--- src/rtl/calc_pkg.sv ---
// Shared types and constants for the calculator controller: FSM states,
// keypad codes, ALU opcodes and a BCD digit-shift helper.
package calc_pkg;

    typedef enum logic [2:0] {
        OP1      = 3'd0,
        OP2_WAIT = 3'd1,
        OP2      = 3'd2,
        EXEC     = 3'd3,
        RESULT   = 3'd4,
        ERROR    = 3'd5
    } state_t;

    localparam logic [3:0] KEY_ADD = 4'hA;
    localparam logic [3:0] KEY_SUB = 4'hB;
    localparam logic [3:0] KEY_EQU = 4'hC;
    localparam logic [3:0] KEY_CLR = 4'hD;
    localparam logic [3:0] KEY_NEG = 4'hE;
    localparam logic [3:0] KEY_RSV = 4'hF;

    localparam logic [2:0] NOP = 3'b000;
    localparam logic [2:0] ADD = 3'b001;
    localparam logic [2:0] SUB = 3'b010;

    function automatic logic is_digit(input logic [3:0] code);
        return code <= 4'd9;
    endfunction

    function automatic logic is_arith(input logic [3:0] code);
        return (code == KEY_ADD) || (code == KEY_SUB);
    endfunction

    function automatic logic [2:0] key_to_opc(input logic [3:0] code);
        return (code == KEY_SUB) ? SUB : ADD;
    endfunction

    // Shift a new units digit in; once the tens digit is occupied the operand is full.
    function automatic logic [8:0] shift_digit(input logic [8:0] op, input logic [3:0] digit);
        return (op[7:4] != 4'd0) ? op : {op[8], op[3:0], digit};
    endfunction

endpackage

--- src/rtl/calc_controller_if.sv ---
// Keypad/display bundle between the calculator controller and its host.
interface calc_controller_if;
    logic       key_valid;
    logic [3:0] key_code;
    logic       key_ready;
    logic [8:0] disp_value;
    logic       disp_err;
    logic       busy;

    modport master (
        output key_valid, key_code,
        input  key_ready, disp_value, disp_err, busy
    );

    modport slave (
        input  key_valid, key_code,
        output key_ready, disp_value, disp_err, busy
    );
endinterface

--- src/rtl/calc_controller_alu.sv ---
// Combinational sign-magnitude two-digit BCD adder/subtractor; ovf flags
// any result whose magnitude exceeds 99.
module alu
    import calc_pkg::*;
(
    input  logic [8:0] a,
    input  logic [8:0] b,
    input  logic [2:0] opcode,
    output logic [8:0] y,
    output logic       ovf
);

    logic [6:0]        a_mag;
    logic [6:0]        b_mag;
    logic signed [9:0] a_s;
    logic signed [9:0] b_s;
    logic signed [9:0] r_s;
    logic [9:0]        r_abs;
    logic [3:0]        tens;
    logic [3:0]        units;

    always_comb begin
        a_mag = 7'(a[7:4]) * 7'd10 + 7'(a[3:0]);
        b_mag = 7'(b[7:4]) * 7'd10 + 7'(b[3:0]);
        a_s   = a[8] ? -$signed({3'b000, a_mag}) : $signed({3'b000, a_mag});
        b_s   = b[8] ? -$signed({3'b000, b_mag}) : $signed({3'b000, b_mag});
        case (opcode)
            ADD:     r_s = a_s + b_s;
            SUB:     r_s = a_s - b_s;
            default: r_s = '0;
        endcase
        r_abs = r_s[9] ? $unsigned(-r_s) : $unsigned(r_s);
        ovf   = r_abs > 10'd99;
        tens  = 4'(r_abs / 10'd10);
        units = 4'(r_abs % 10'd10);
        // A zero result is never negative, so the sign comes straight from r_s.
        y     = {r_s[9], tens, units};
    end

endmodule

--- src/rtl/calc_controller.sv ---
// Keypad-driven two-digit BCD calculator controller.
// Optional result chaining (add/sub pressed on a result) under `CALC_CHAIN_EN.
module calc_controller
    import calc_pkg::*;
(
    input logic         clk,
    input logic         rst,
    calc_controller_if.slave bus
);

    state_t     state_q,  state_d;
    logic [8:0] op1_q,    op1_d;
    logic [8:0] op2_q,    op2_d;
    logic [2:0] opcode_q, opcode_d;
    logic [8:0] result_q, result_d;

    logic [8:0] alu_y;
    logic       alu_ovf;
    logic       busy;
    logic       key_acc;
    logic [3:0] code;

    alu u_alu (
        .a      (op1_q),
        .b      (op2_q),
        .opcode (opcode_q),
        .y      (alu_y),
        .ovf    (alu_ovf)
    );

    assign busy    = (state_q == EXEC);
    assign code    = bus.key_code;
    assign key_acc = bus.key_valid && !busy && (code != KEY_RSV);

    always_comb begin
        state_d  = state_q;
        op1_d    = op1_q;
        op2_d    = op2_q;
        opcode_d = opcode_q;
        result_d = result_q;

        if (key_acc && code == KEY_CLR) begin
            state_d  = OP1;
            op1_d    = '0;
            op2_d    = '0;
            opcode_d = NOP;
            result_d = '0;
        end else begin
            case (state_q)
                OP1: if (key_acc) begin
                    if (is_digit(code)) begin
                        op1_d = shift_digit(op1_q, code);
                    end else if (is_arith(code)) begin
                        opcode_d = key_to_opc(code);
                        state_d  = OP2_WAIT;
                    end else if (code == KEY_NEG && op1_q[7:0] != 8'd0) begin
                        op1_d[8] = ~op1_q[8];
                    end
                end
                OP2_WAIT: if (key_acc) begin
                    if (is_digit(code)) begin
                        op2_d   = {1'b0, 4'd0, code};
                        state_d = OP2;
                    end else if (is_arith(code)) begin
                        opcode_d = key_to_opc(code);
                    end
                end
                OP2: if (key_acc) begin
                    if (is_digit(code)) begin
                        op2_d = shift_digit(op2_q, code);
                    end else if (code == KEY_NEG && op2_q[7:0] != 8'd0) begin
                        op2_d[8] = ~op2_q[8];
                    end else if (code == KEY_EQU) begin
                        state_d = EXEC;
                    end
                end
                EXEC: begin
                    result_d = alu_y;
                    opcode_d = NOP;
                    state_d  = alu_ovf ? ERROR : RESULT;
                end
                RESULT: if (key_acc) begin
                    if (is_digit(code)) begin
                        op1_d   = {1'b0, 4'd0, code};
                        op2_d   = '0;
                        state_d = OP1;
                    end
`ifdef CALC_CHAIN_EN
                    else if (is_arith(code)) begin
                        op1_d    = result_q;
                        op2_d    = '0;
                        opcode_d = key_to_opc(code);
                        state_d  = OP2_WAIT;
                    end
`endif
                end
                default: ;
            endcase
        end
    end

    always_ff @(posedge clk or posedge rst) begin
        if (rst) begin
            state_q  <= OP1;
            op1_q    <= '0;
            op2_q    <= '0;
            opcode_q <= NOP;
            result_q <= '0;
        end else begin
            state_q  <= state_d;
            op1_q    <= op1_d;
            op2_q    <= op2_d;
            opcode_q <= opcode_d;
            result_q <= result_d;
        end
    end

    always_comb begin
        bus.disp_value = '0;
        case (state_q)
            OP1, OP2_WAIT: bus.disp_value = op1_q;
            OP2, EXEC:     bus.disp_value = op2_q;
            RESULT:        bus.disp_value = result_q;
            default:       bus.disp_value = '0;
        endcase
    end

    assign bus.disp_err  = (state_q == ERROR);
    assign bus.busy      = busy;
    assign bus.key_ready = !busy;

endmodule

--- src/flat_wrapper.sv ---
// flat-port wrapper written by rule: the top's interface ports become plain ports
module calc_controller_flat import calc_pkg::*;
  (clk, rst, bus_key_valid, bus_key_code, bus_key_ready, bus_disp_value, bus_disp_err, bus_busy);
  calc_controller_if bus_i ();
  input logic clk;
  input logic rst;
  input wire logic [$bits(bus_i.key_valid)-1:0] bus_key_valid;
  input wire logic [$bits(bus_i.key_code)-1:0] bus_key_code;
  output wire logic [$bits(bus_i.key_ready)-1:0] bus_key_ready;
  output wire logic [$bits(bus_i.disp_value)-1:0] bus_disp_value;
  output wire logic [$bits(bus_i.disp_err)-1:0] bus_disp_err;
  output wire logic [$bits(bus_i.busy)-1:0] bus_busy;
  assign bus_i.key_valid = bus_key_valid;
  assign bus_i.key_code = bus_key_code;
  assign bus_key_ready = bus_i.key_ready;
  assign bus_disp_value = bus_i.disp_value;
  assign bus_disp_err = bus_i.disp_err;
  assign bus_busy = bus_i.busy;
  calc_controller u_core (.clk(clk), .rst(rst), .bus(bus_i));
endmodule
--- config.mk ---
export PLATFORM = sky130hd
export DESIGN_NAME = calc_controller_flat
export DESIGN_NICKNAME = d
export VERILOG_FILES = /design/src/rtl/calc_pkg.sv /design/src/rtl/calc_controller_if.sv /design/src/rtl/calc_controller_alu.sv /design/src/rtl/calc_controller.sv /design/src/flat_wrapper.sv
export SDC_FILE = /design/constraint.sdc
export NUM_CORES = 1
export LEC_CHECK = 0
export ABC_AREA = 1
export CAP_MARGIN = 10
export CORE_MARGIN = 2
export CORE_UTILIZATION = 45
export CTS_BUF_LIST = sky130_fd_sc_hd__clkbuf_8
export CTS_CLUSTER_DIAMETER = 40
export DETAILED_ROUTE_END_ITERATION = 8
export DONT_BUFFER_PORTS = 1
export SKIP_LAST_GASP = 1
export SLEW_MARGIN = 20
export SYNTH_ARGS = -nofsm -noshare
export SYNTH_HDL_FRONTEND = slang
export SYNTH_HIERARCHICAL = 1
export SYNTH_SLANG_ARGS = --single-unit
--- constraint.sdc ---
create_clock -name clk -period 10 [get_ports clk]
set_input_delay 1 -clock clk [delete_from_list [all_inputs] [get_ports clk]]
set_output_delay 1 -clock clk [all_outputs]
set_load 0.005 [all_outputs]
==> results.toml <==
[timing]
fin_crit_sh_pct = 64.5
hold_viol_final = 0
setup_tns_ns = 0
slew_headroom_pct = 57.2
fmax_mhz = 155
drv_slew = 0
setup_violations = 0
rsz0062_at_grt = "false"
clock_skew_ns = 0.00848
finalCriticalPeriod_ns = 6.45
worstMarginPinSlew_ns = 0.636

[logic_synthesis]
syn_area_mm2 = 0.00450
synth_largest_area_cell = "dfrtp_1"
netlist_instances = 701
dominantRegCellSynth = "dfrtp_1"
synth_xor_area_share_pct = 4.61
synth_top_family_by_area = "simple AND/OR/NAND/NOR gates"
synth_top_area_share_pct = 17.8
synthMuxAreaShare_pct = 0
synth_edf_count = 0
ys_warn_count = 6
syn-mean-instance-area_um2 = 6.42
synth_fa_ha_area_share_pct = 10.0
yosys.area_share.simple_pct = 47.1
synth-compound-area-share_pct = 8.64
ys_types = 43
async_reset_ff_share_pct = 100
yosysSeqAreaShare_pct = 17.8
ys_ff_latch = 32
synth_area_leaders = "dfrtp_1, nand2_1, inv_1"

[clocking]
post_cts.repair.setup_buffers = 0
htree_levels = 2
cts_buffers = 5
cts_hold_buf = 0
clkLatencyLatePin_ns = 0.28
clk_path_buf_depth = 2
clk_pin_slew_worst_paths_ns = 0.07
cts_tree = "built"
cts_root_buf = "clkbuf_8"
clock_sinks = 32
cts_resized = 0

[placement]
port_buffers = 0
dpl.hpwl_mm = 8.70
routabilityCongestion = 0.897

[drt]
dr.first_iter.drc_count = 188
met3_length_um = 290
drc_errors = 0
wl_met1_mm = 4.93
wl_mm = 10.5
routed.top_layer = "met4"
wl_met2_mm = 5.13
routedWlPerCell_um = 12.5
ant_nets = 0
vias_per_cell = 5.05
dr.pass1.iters = 4
vias = 4223

[global_routing]
grt_max_degree = 33
antenna_found_initial = 0
grt_remaining_overflow = 0
grt_pass1_wl_mm = 18.1
grt_usage_pct = 19.8
grt_pass1_vias = 4077

[die]
die_width_um = 104
io-pin-count = 19
die_y_um = 104
die_area_mm2 = 0.0108
coreArea_mm2 = 0.00973
rows = 36
start_util_pct = 46.3

[worst_setup_path]
crit_fanout = 5
critPathMaxStageDelay_ns = 0.51
end_kind = "flip-flop"
rrSetupSlack_ns = 3.55
start_kind = "flip-flop"
rr_worst_depth = 53
worstReg2RegEnd = "u_core/result_q[3]$_DFFE_PP0P_"
slowest_stage = "fa_1"
r2r-start = "u_core/op1_q[5]$_DFFE_PP0P_"
cp.required_ns = 10.16
crit_type = "reg2reg"
cp_data_arrival_time_ns = 6.61
cp_common_cell = "nand2_2"

[final_layout]
antennaDiodeCount = 0
drive_gt1_share_pct = 15.1
finalNetCount = 742
n_fill_cell = 1059
area_growth_pct = 4.36

[job]
maxCapViolCount = 0

[hold_path]
min_to = "u_core/op1_q[0]$_DFFE_PP0P_"
hold_path_startpoint = "u_core/op1_q[0]$_DFFE_PP0P_"
worstHoldPathCells = 2
hold_class = "reg2reg"

[status]
status = "finished, final reports clean"
[Yosys cell counts (4+ instances only)]
cell type / instances
nor2_4: 5
o221ai_1: 9
nand2_2: 30
buf_6: 5
dfrtp_1: 32
nor3_1: 10
ha_1: 28
fa_1: 5
nand3_1: 56
nor2_1: 54
nand2_4: 10
a21oi_1: 13
xor2_1: 14
nand4_1: 25
nor2_2: 8
inv_2: 15
nand3_2: 18
inv_1: 104
nand2_1: 193
or2_2: 4
o21ai_0: 25
xnor2_1: 6
[cells in the final DEF (no fill, tap or decap), types with 4 or more instances in the layout]
cell type,netlist,routed
a21oi_1,13,13
clkbuf_8,0,6
dfrtp_1,32,32
fa_1,5,5
ha_1,28,28
inv_1,104,105
inv_2,15,15
nand2_1,193,193
nand2_2,30,30
nand2_4,10,10
nand3_1,56,56
nand3_2,18,18
nand4_1,25,25
nor2_1,54,54
nor2_2,8,8
nor2_4,5,5
nor3_1,10,10
o21ai_0,25,25
o221ai_1,9,9
or2_2,4,4
xnor2_1,6,6
xor2_1,14,14
[sequential cells by signal, indices dropped and copies added (netlist names)]
register         flops
u_core/state_q       3
u_core/op1_q         9
u_core/result_q      9
u_core/opcode_q      2
u_core/op2_q         9
[routing by layer]
| layer | vias to the layer above | track usage [%] |
|---|---|---|
| met3 | 10 | 2.32 |
| met4 | 0 | 5.12 |
| met1 | 1918 | 24.7 |
| li1 | 2242 | - |
| met5 | - | 0 |
| met2 | 53 | 35.9 |
[through the flow]
step	area (um2)	worst slack [ns]	std cells	utilization (%)	hold WS, ns
2_1_floorplan	4510	4.17	702	-	0.463
3_3_place_gp	4600	3.76	828	47.3	0.492
3_5_place_dp	4600	3.53	828	47.3	0.496
4_1_cts	4700	3.52	836	48.3	0.512
5_1_grt	4700	2.84	836	48.3	0.558
6_report	4700	3.55	836	48.3	0.518
[logic make-up (layout without fill, tap and decap cells)]
group	count (synthesis)	after routing
simple gates	422	422
buf+inv	129	130
compound gates	62	62
fa+ha+maj	33	33
flops	32	32
xor+xnor	22	22
other cells	1	2
[worst max-delay path, delay by kind of cell, from the launching register on]
family                   cells  cell delay [ns]
adder cells (fa/ha/maj)      5             1.48
XOR/XNOR                     2             0.50
buffers and inverters       10             0.58
AND/OR/NAND/NOR             33             2.82
AO/OA/AOI/OAI                3             0.47
flip-flops                   1             0.45
[cell type report]
| cell class | instances | area, um2 | area share [%] |
|---|---|---|---|
| inverters | 121 | 454 | 9.67 |
| well taps | 133 | 166 | 3.54 |
| clock inverters | 2 | 11.3 | 0.240 |
| clock buffers | 6 | 82.6 | 1.76 |
| repair buffers | 1 | 7.51 | 0.160 |
| flip-flops and latches | 32 | 801 | 17.0 |
| multi-input cells | 541 | 3180 | 67.6 |
[worst max-delay path by stage]
| stage | start | end | slack, ns |
|---|---|---|---|
| 2_1_floorplan | u_core/op1_q[5]$_DFFE_PP0P_ | u_core/result_q[3]$_DFFE_PP0P_ | 4.17 |
| 3_3_place_gp | u_core/op1_q[5]$_DFFE_PP0P_ | u_core/result_q[3]$_DFFE_PP0P_ | 3.76 |
| 3_5_place_dp | u_core/op1_q[5]$_DFFE_PP0P_ | u_core/result_q[3]$_DFFE_PP0P_ | 3.53 |
| 4_1_cts | u_core/op1_q[5]$_DFFE_PP0P_ | u_core/result_q[3]$_DFFE_PP0P_ | 3.52 |
| 5_1_grt | u_core/op1_q[5]$_DFFE_PP0P_ | u_core/result_q[3]$_DFFE_PP0P_ | 2.84 |
| 6_report | u_core/op1_q[5]$_DFFE_PP0P_ | u_core/result_q[3]$_DFFE_PP0P_ | 3.55 |
Power is left out: the tool's default activity adds up to more than one toggle a clock period on the data nets, which glitch-free logic cannot reach.
